**src/rtl/usb_crc_pkg.sv**
```systemverilog
// usb_crc_pkg
// Shared types and constants for the USB CRC-5/CRC-16 receive checker.
//   - crc_mode_e  : which CRC the current packet uses (token vs data)
//   - crc_state_e : checker FSM states
//   - polynomials, preload values and good-packet residuals, plus small
//     helpers that select them by mode.
// CRC-5 values live in the low 5 bits of the shared 16-bit register.
package usb_crc_pkg;

  typedef enum logic {
    CRC_MODE_5  = 1'b0,
    CRC_MODE_16 = 1'b1
  } crc_mode_e;

  typedef enum logic [1:0] {
    ST_IDLE = 2'd0,
    ST_RUN  = 2'd1,
    ST_DONE = 2'd2
  } crc_state_e;

  localparam logic [4:0]  CRC5_POLY   = 5'h05;
  localparam logic [4:0]  CRC5_INIT   = 5'h1F;
  localparam logic [4:0]  CRC5_RESID  = 5'h0C;
  localparam logic [15:0] CRC16_POLY  = 16'h8005;
  localparam logic [15:0] CRC16_INIT  = 16'hFFFF;
  localparam logic [15:0] CRC16_RESID = 16'h800D;

  function automatic int crc_width(input crc_mode_e mode);
    return (mode == CRC_MODE_16) ? 16 : 5;
  endfunction

  function automatic logic [15:0] crc_init(input crc_mode_e mode);
    return (mode == CRC_MODE_16) ? CRC16_INIT : {11'b0, CRC5_INIT};
  endfunction

  function automatic logic [15:0] crc_resid(input crc_mode_e mode);
    return (mode == CRC_MODE_16) ? CRC16_RESID : {11'b0, CRC5_RESID};
  endfunction

endpackage

```
**src/rtl/usb_crc_step.sv**
```systemverilog
// usb_crc_step
// Combinational DIN_W-bit unrolled LFSR update for the USB CRCs.
// Ports:
//   crc_in  [15:0]    current CRC register (CRC-5 uses bits [4:0])
//   mode              CRC_MODE_5 or CRC_MODE_16
//   data    [DIN_W-1] received bits, data[0] arrived first on the wire
//   crc_out [15:0]    register after absorbing all DIN_W bits
module usb_crc_step
  import usb_crc_pkg::*;
#(
  parameter int DIN_W = 1
) (
  input  logic [15:0]      crc_in,
  input  crc_mode_e        mode,
  input  logic [DIN_W-1:0] data,
  output logic [15:0]      crc_out
);

  logic [15:0] crc_v;
  logic        fb;

  // Serial CRC step applied once per bit, oldest bit first. In CRC-5 mode
  // the upper 11 bits are forced to zero so the shared register compares
  // cleanly against the zero-extended residual.
  always_comb begin
    crc_v = crc_in;
    fb    = 1'b0;
    for (int i = 0; i < DIN_W; i++) begin
      if (mode == CRC_MODE_16) begin
        fb    = crc_v[15] ^ data[i];
        crc_v = {crc_v[14:0], 1'b0} ^ (fb ? CRC16_POLY : 16'h0000);
      end else begin
        fb    = crc_v[4] ^ data[i];
        crc_v = {11'b0, crc_v[3:0], 1'b0} ^ (fb ? {11'b0, CRC5_POLY} : 16'h0000);
      end
    end
    crc_out = crc_v;
  end

endmodule

```
**config.mk**
```make
export PLATFORM = sky130hd
export DESIGN_NAME = usb_crc_step
export DESIGN_NICKNAME = d
export VERILOG_FILES = /design/src/rtl/usb_crc_pkg.sv /design/src/rtl/usb_crc_step.sv
export SDC_FILE = /design/constraint.sdc
export NUM_CORES = 1
export LEC_CHECK = 0
export ABC_AREA = 1
export CAP_MARGIN = 20
export CORE_AREA = 2 2 39 41
export DETAILED_ROUTE_END_ITERATION = 8
export DIE_AREA = 0 0 41 43
export GPL_TIMING_DRIVEN = 0
export PLACE_DENSITY_LB_ADDON = 0.1
export SETUP_SLACK_MARGIN = 0.2
export SLEW_MARGIN = 20
export SYNTH_ARGS = -nofsm -noshare
export SYNTH_HDL_FRONTEND = slang
export SYNTH_SLANG_ARGS = --single-unit
```
**constraint.sdc**
```tcl
create_clock -name vclk -period 0.9
set_input_delay 0.09 -clock vclk [all_inputs]
set_output_delay 0.09 -clock vclk [all_outputs]
set_load 0.02 [all_outputs]
```
==> results of run 1 <==
## power by group through the flow
stage | Sequential [W] | Clock (W) | Combinational [W]
2_1_floorplan | 0 | 0 | 0.000127
3_3_place_gp | 0 | 0 | 0.000287
3_5_place_dp | 0 | 0 | 0.000288
4_1_cts | 0 | 0 | 0.000295
5_1_grt | 0 | 0 | 0.000336
6_report | 0 | 0 | 0.000312
## through the flow
step	total power, W	setup WS, ns
after floorplan	0.000127	0.225
after global placement	0.000287	-0.787
after detailed placement	0.000288	-0.792
after CTS	0.000295	0.141
after global routing	0.000336	0.122
final	0.000312	0.160
## metal layers
layer / vias to the layer above / routed length, um
met4: 0 / 0
met2: 23 / 308
met1: 136 / 227
met3: 0 / 143
li1: 196 / -
met5: - / 0
## cells by family after synthesis
logic type	share of synthesized area [%]
buf+inv	41.1
compound gates	2.45
simple gates	56.4
## worst max-delay path: cells and delay by family
| family | cells | cell delay [ns] |
|---|---|---|
| simple gates | 2 | 0.15 |
| buf+inv | 3 | 0.41 |
## Yosys cell counts, drive strengths merged
| cell type | instances |
|---|---|
| nand2 | 21 |
| a21oi | 1 |
| nor2 | 1 |
| nand3 | 6 |
| inv | 15 |
| buf | 4 |
## repair_timing
action                                  in CTS  in global routing
setup buffers                                0                  0
cloned                                       1                  0
endpoints found under the setup margin      16                  7
gates resized for setup                    122                 13
pin swaps                                   11                  6
## final timing paths
check / startpoint / to / slack (ns)
min: crc_in[4] / crc_out[5] / 0.52
max: crc_in[1] / crc_out[2] / 0.16
## area by class of cell
type,instances,area (um^2),area share [%]
inverter,15,66.3,11.1
tap,16,20.0,3.35
multi-input combinational,29,160,26.8
buffer,4,33.8,5.66
timing repair buffer,32,317,53.0
==> impl_results.md, run 1 <==
* Peak supply drop at just over 0.2 mV
* Die Y at around 43 um
* Synth area leader: nand2_1
* Seq/Total Area, Yosys at 0%
* Initial antenna violation count at 0
* Synth cell types at 9
* Total GRT Usage at under 10%
* Rows at 14
* Ranking of synthesized cells by area: nand2_1 37%, inv_1 26%, nand3_1 15%
* Cell area after synthesis at between 200 and 250 um^2
* Post-synth top area share at a little under two fifths
* Seq Cell Count at 0
* RSZ-0062 raised after global routing: yes
* Sequential share of power at 0%
* WHS at ~0.5 ns
* Final hold vios at 0
* Routed via count at 355
* First drt pass iteration count at 4
* Worst hold path type: input port to output port
* Met3 GRT Util at between 1.5 and 2%
* Layout net count at 100
* Startpoint types: input port
* Crit path time final at between 0.7 and 0.8 ns
* Dpl hpwl at around 550 um
* Chip width at just over 40 um
* CTS Hold Bufs at 0
* Grt met1 use at between 8 and 9%
* Clock power share at 0%
* Final instance area at around 600 um^2
* Busiest grt layer: met2
* Clkbuf count at 0
* Gr ovfl total at 0
* PD cells at approximately 520 nW/um^2
* Crit-path max FO at 2
* ANT nets after route at 0
* Seq. cell area at 0 um^2
* Antenna fix cells at 0
* CP endpoint kind: output port
* Slew at the pin with the worst max-slew slack at a little over 0.2 ns
* Critical-path cell list: dlygate4sd2_1, inv_1, nand3_1, nand2_2, buf_6
* Layout cells sized above 1 at ~45%
* Psw at 0.000150 W
* Leakage power at 0.393 nW
* Finished Layout Cells at 96
* Vias per cell at around 3.7
* Die area at 1760 um^2
* Dpl cell area at roughly 530 um^2
* Ys Warns at 0
* # fillers at roughly 160
* Sw frac at 48.1%
* Most common cell after layout, fill and taps aside: nand2_1
* Final Max Slew Viols at 0
* Post-Route Setup TNS at 0 ns
* Rel. slew slack at 86.3%
* CP required at 0.81 ns
* Grt met2 use at 13.1%
* Final period utilization at between 80% and 90%
* Commonest cells after routing, fill and taps aside: 16 x nand2_1, 15 x buf_6, 13 x dlygate4sd2_1, 11 x inv_1, 5 x buf_4
* Synthesized area per cell at 4.25 um^2
* Residual DRC at 0
* WP data arrival at 0.65 ns
* Layout Utilization at 43.1%
* Highest clock rate at around 1.4 GHz
* Outcome: finished clean
* Area growth syn-to-layout at 193%
* Vias in the first global route at 250
* Final setup viols at 0
* Largest net degree at the start of global routing at 7
* Iter 0 DRT Violations at 1
* Post-Syn Nets at 66
* Top-level port count at 34
* Avg WL per Cell at 7.07 um
* Power share of the combinational group at 100.0%
* IO buf count at 31
* Cell count after placement at 95
* Worst hold path cell count at 4
* Slowest stage cell, crit path: dlygate4sd2_1
* Max-Cap Viols at 0
* Initial Util at ~15%
* Post-Route WL at roughly 680 um
* Mapped Cells at between 40 and 50
* CORE AREA at ~1400 um^2
* Kind of critical path: input port to output port
* Final Wtd Congestion at ~0.61
* First-pass GRT wire length at roughly 950 um
* Power Internal at 0.000162 W
* Critical Path Max Stage Delay at approximately 0.25 ns
No activity file was read; power rests on OpenSTA's default activity.
==> inputs of run 2 (changes only) <==
clock period = 0.8 ns   (was 0.9 ns; I/O delays follow)
==> impl_results.md, run 2 (synthesis results as in run 1) <==
* Outcome: finished clean
* CP required at 0.72 ns (-0.09 ns)
* First drt pass iteration count at 1 (-3)
* Worst hold path type: input port to output port
* Startpoint types: input port
* Final Wtd Congestion at 0.642 (+4.9%)
* Final hold vios at 0 (unchanged)
* # fillers at 130 (-16%)
* CP endpoint kind: output port
* Leakage power at 0.428 nW (+8.9%)
* Peak supply drop at 0.260 mV (+29%)
* Dpl cell area at 537 um^2 (+0.47%)
* Layout net count at 100 (unchanged)
* Finished Layout Cells at 96 (unchanged)
* Max-Cap Viols at 0 (unchanged)
* Post-Route WL at 852 um (+25%)
* Seq Cell Count at 0 (unchanged)
* ANT nets after route at 0 (unchanged)
* Top-level port count at 34 (unchanged)
* Rel. slew slack at 86.5% (+0.24 points)
* Layout cells sized above 1 at 76.3% (+31 points)
* Chip width at 41 um (unchanged)
* Grt met2 use at 18.8% (+5.6 points)
* Busiest grt layer: met2
* Antenna fix cells at 0 (unchanged)
* Final setup viols at 0 (unchanged)
* Area growth syn-to-layout at 277%
* Most common cell after layout, fill and taps aside: buf_6
* Iter 0 DRT Violations at 0 (-1)
* Largest net degree at the start of global routing at 7 (unchanged)
* Avg WL per Cell at 8.88 um (+25%)
* Rows at 14 (unchanged)
* Crit-path max FO at 4 (+2)
* Final instance area at 768 um^2 (+29%)
* Die area at 1760 um^2 (unchanged)
* Vias per cell at 3.98 (+7.6%)
* Clkbuf count at 0 (unchanged)
* Crit path time final at slightly above 0.7 ns
* First-pass GRT wire length at 1120 um (+18%)
* Met3 GRT Util at 1.57% (unchanged)
* Highest clock rate at between 1 and 1.5 GHz
* Cell count after placement at 95 (unchanged)
* Routed via count at 382 (+7.6%)
* CORE AREA at 1380 um^2 (unchanged)
* Final Max Slew Viols at 0 (unchanged)
* PD cells at 595 nW/um^2 (+14%)
* Slew at the pin with the worst max-slew slack at 0.203 ns (-0.00368 ns)
* Total GRT Usage at 8.39% (+1.3 points)
* Residual DRC at 0 (unchanged)
* Die Y at 43 um (unchanged)
* Kind of critical path: input port to output port
* RSZ-0062 raised after global routing: yes
* Grt met1 use at 6.65% (-1.6 points)
* WP data arrival at 0.64 ns (about the same)
* Initial antenna violation count at 0 (unchanged)
* Commonest cells after routing, fill and taps aside: 15 x buf_6, 11 x inv_2, 10 x clkdlybuf4s15_1, 9 x nand2_4, 8 x nand2_2
* Final period utilization at 89.9%
* Dpl hpwl at 570 um (+2.9%)
* Seq. cell area at 0 um^2 (unchanged)
* IO buf count at 31 (unchanged)
* Gr ovfl total at 0 (unchanged)
* CTS Hold Bufs at 0 (unchanged)
* Initial Util at 14.7% (unchanged)
* Vias in the first global route at 329 (+32%)
[run 2: metrics by stage]
stage / total power (W) / worst slack, ns / setup TNS [ns] / util [%] / hold WS [ns]
2_1_floorplan: 0.000145 / 0.224 / 0 / - / 0.273
3_3_place_gp: 0.000325 / -0.868 / -11.19 / 38.8 / 0.789
3_5_place_dp: 0.000327 / -0.872 / -11.24 / 38.8 / 0.787
4_1_cts: 0.000373 / 0.0438 / 0 / 45.0 / 0.479
5_1_grt: 0.000486 / 0.0378 / 0 / 55.5 / 0.464
6_report: 0.000457 / 0.0806 / 0 / 55.5 / 0.452
[run 2: repair_timing]
| item | CTS | global route |
|---|---|---|
| cloned | 1 | 0 |
| pin swaps | 15 | 16 |
| resized for setup | 148 | 43 |
| setup endpoints to repair | 16 | 13 |
| buffers inserted | 0 | 0 |
[run 2: per-layer routing]
metal	routed length (um)	part of all wire [%]
met1	266	31
met2	468	55
met3	116	14
met4	0	0
met5	0	0
[run 2: cell type report]
class	count	area [um^2]	area share, %
well taps	16	20.0	2.61
multi-input cells	29	273	35.5
inverters	15	73.8	9.61
plain buffers	4	37.5	4.89
repair buffers	32	364	47.4
[run 2: final timing paths]
check / start / endpoint / depth (start not counted)
setup / recovery: data / crc_out[2] / 8
hold / removal: crc_in[4] / crc_out[5] / 4
[run 2: worst max-delay path, stage by stage]
cell      delay (ns)
buf_12          0.10
clkinv_8        0.06
nand2_8         0.07
nand2_2         0.05
nand2_2         0.05
nand3_2         0.06
nand2_2         0.06
buf_6           0.11
[run 2: power by group]
| part | internal, W | switching, W |
|---|---|---|
| Clock | 0 | 0 |
| Sequential | 0 | 0 |
| Combinational | 0.000234 | 0.000223 |
==> inputs of run 3 (changes only) <==
GPL_ROUTABILITY_DRIVEN = 0   (was unset)
==> results of run 3 <==
The final DEF is identical to that of run 2; final timing and power are the same.
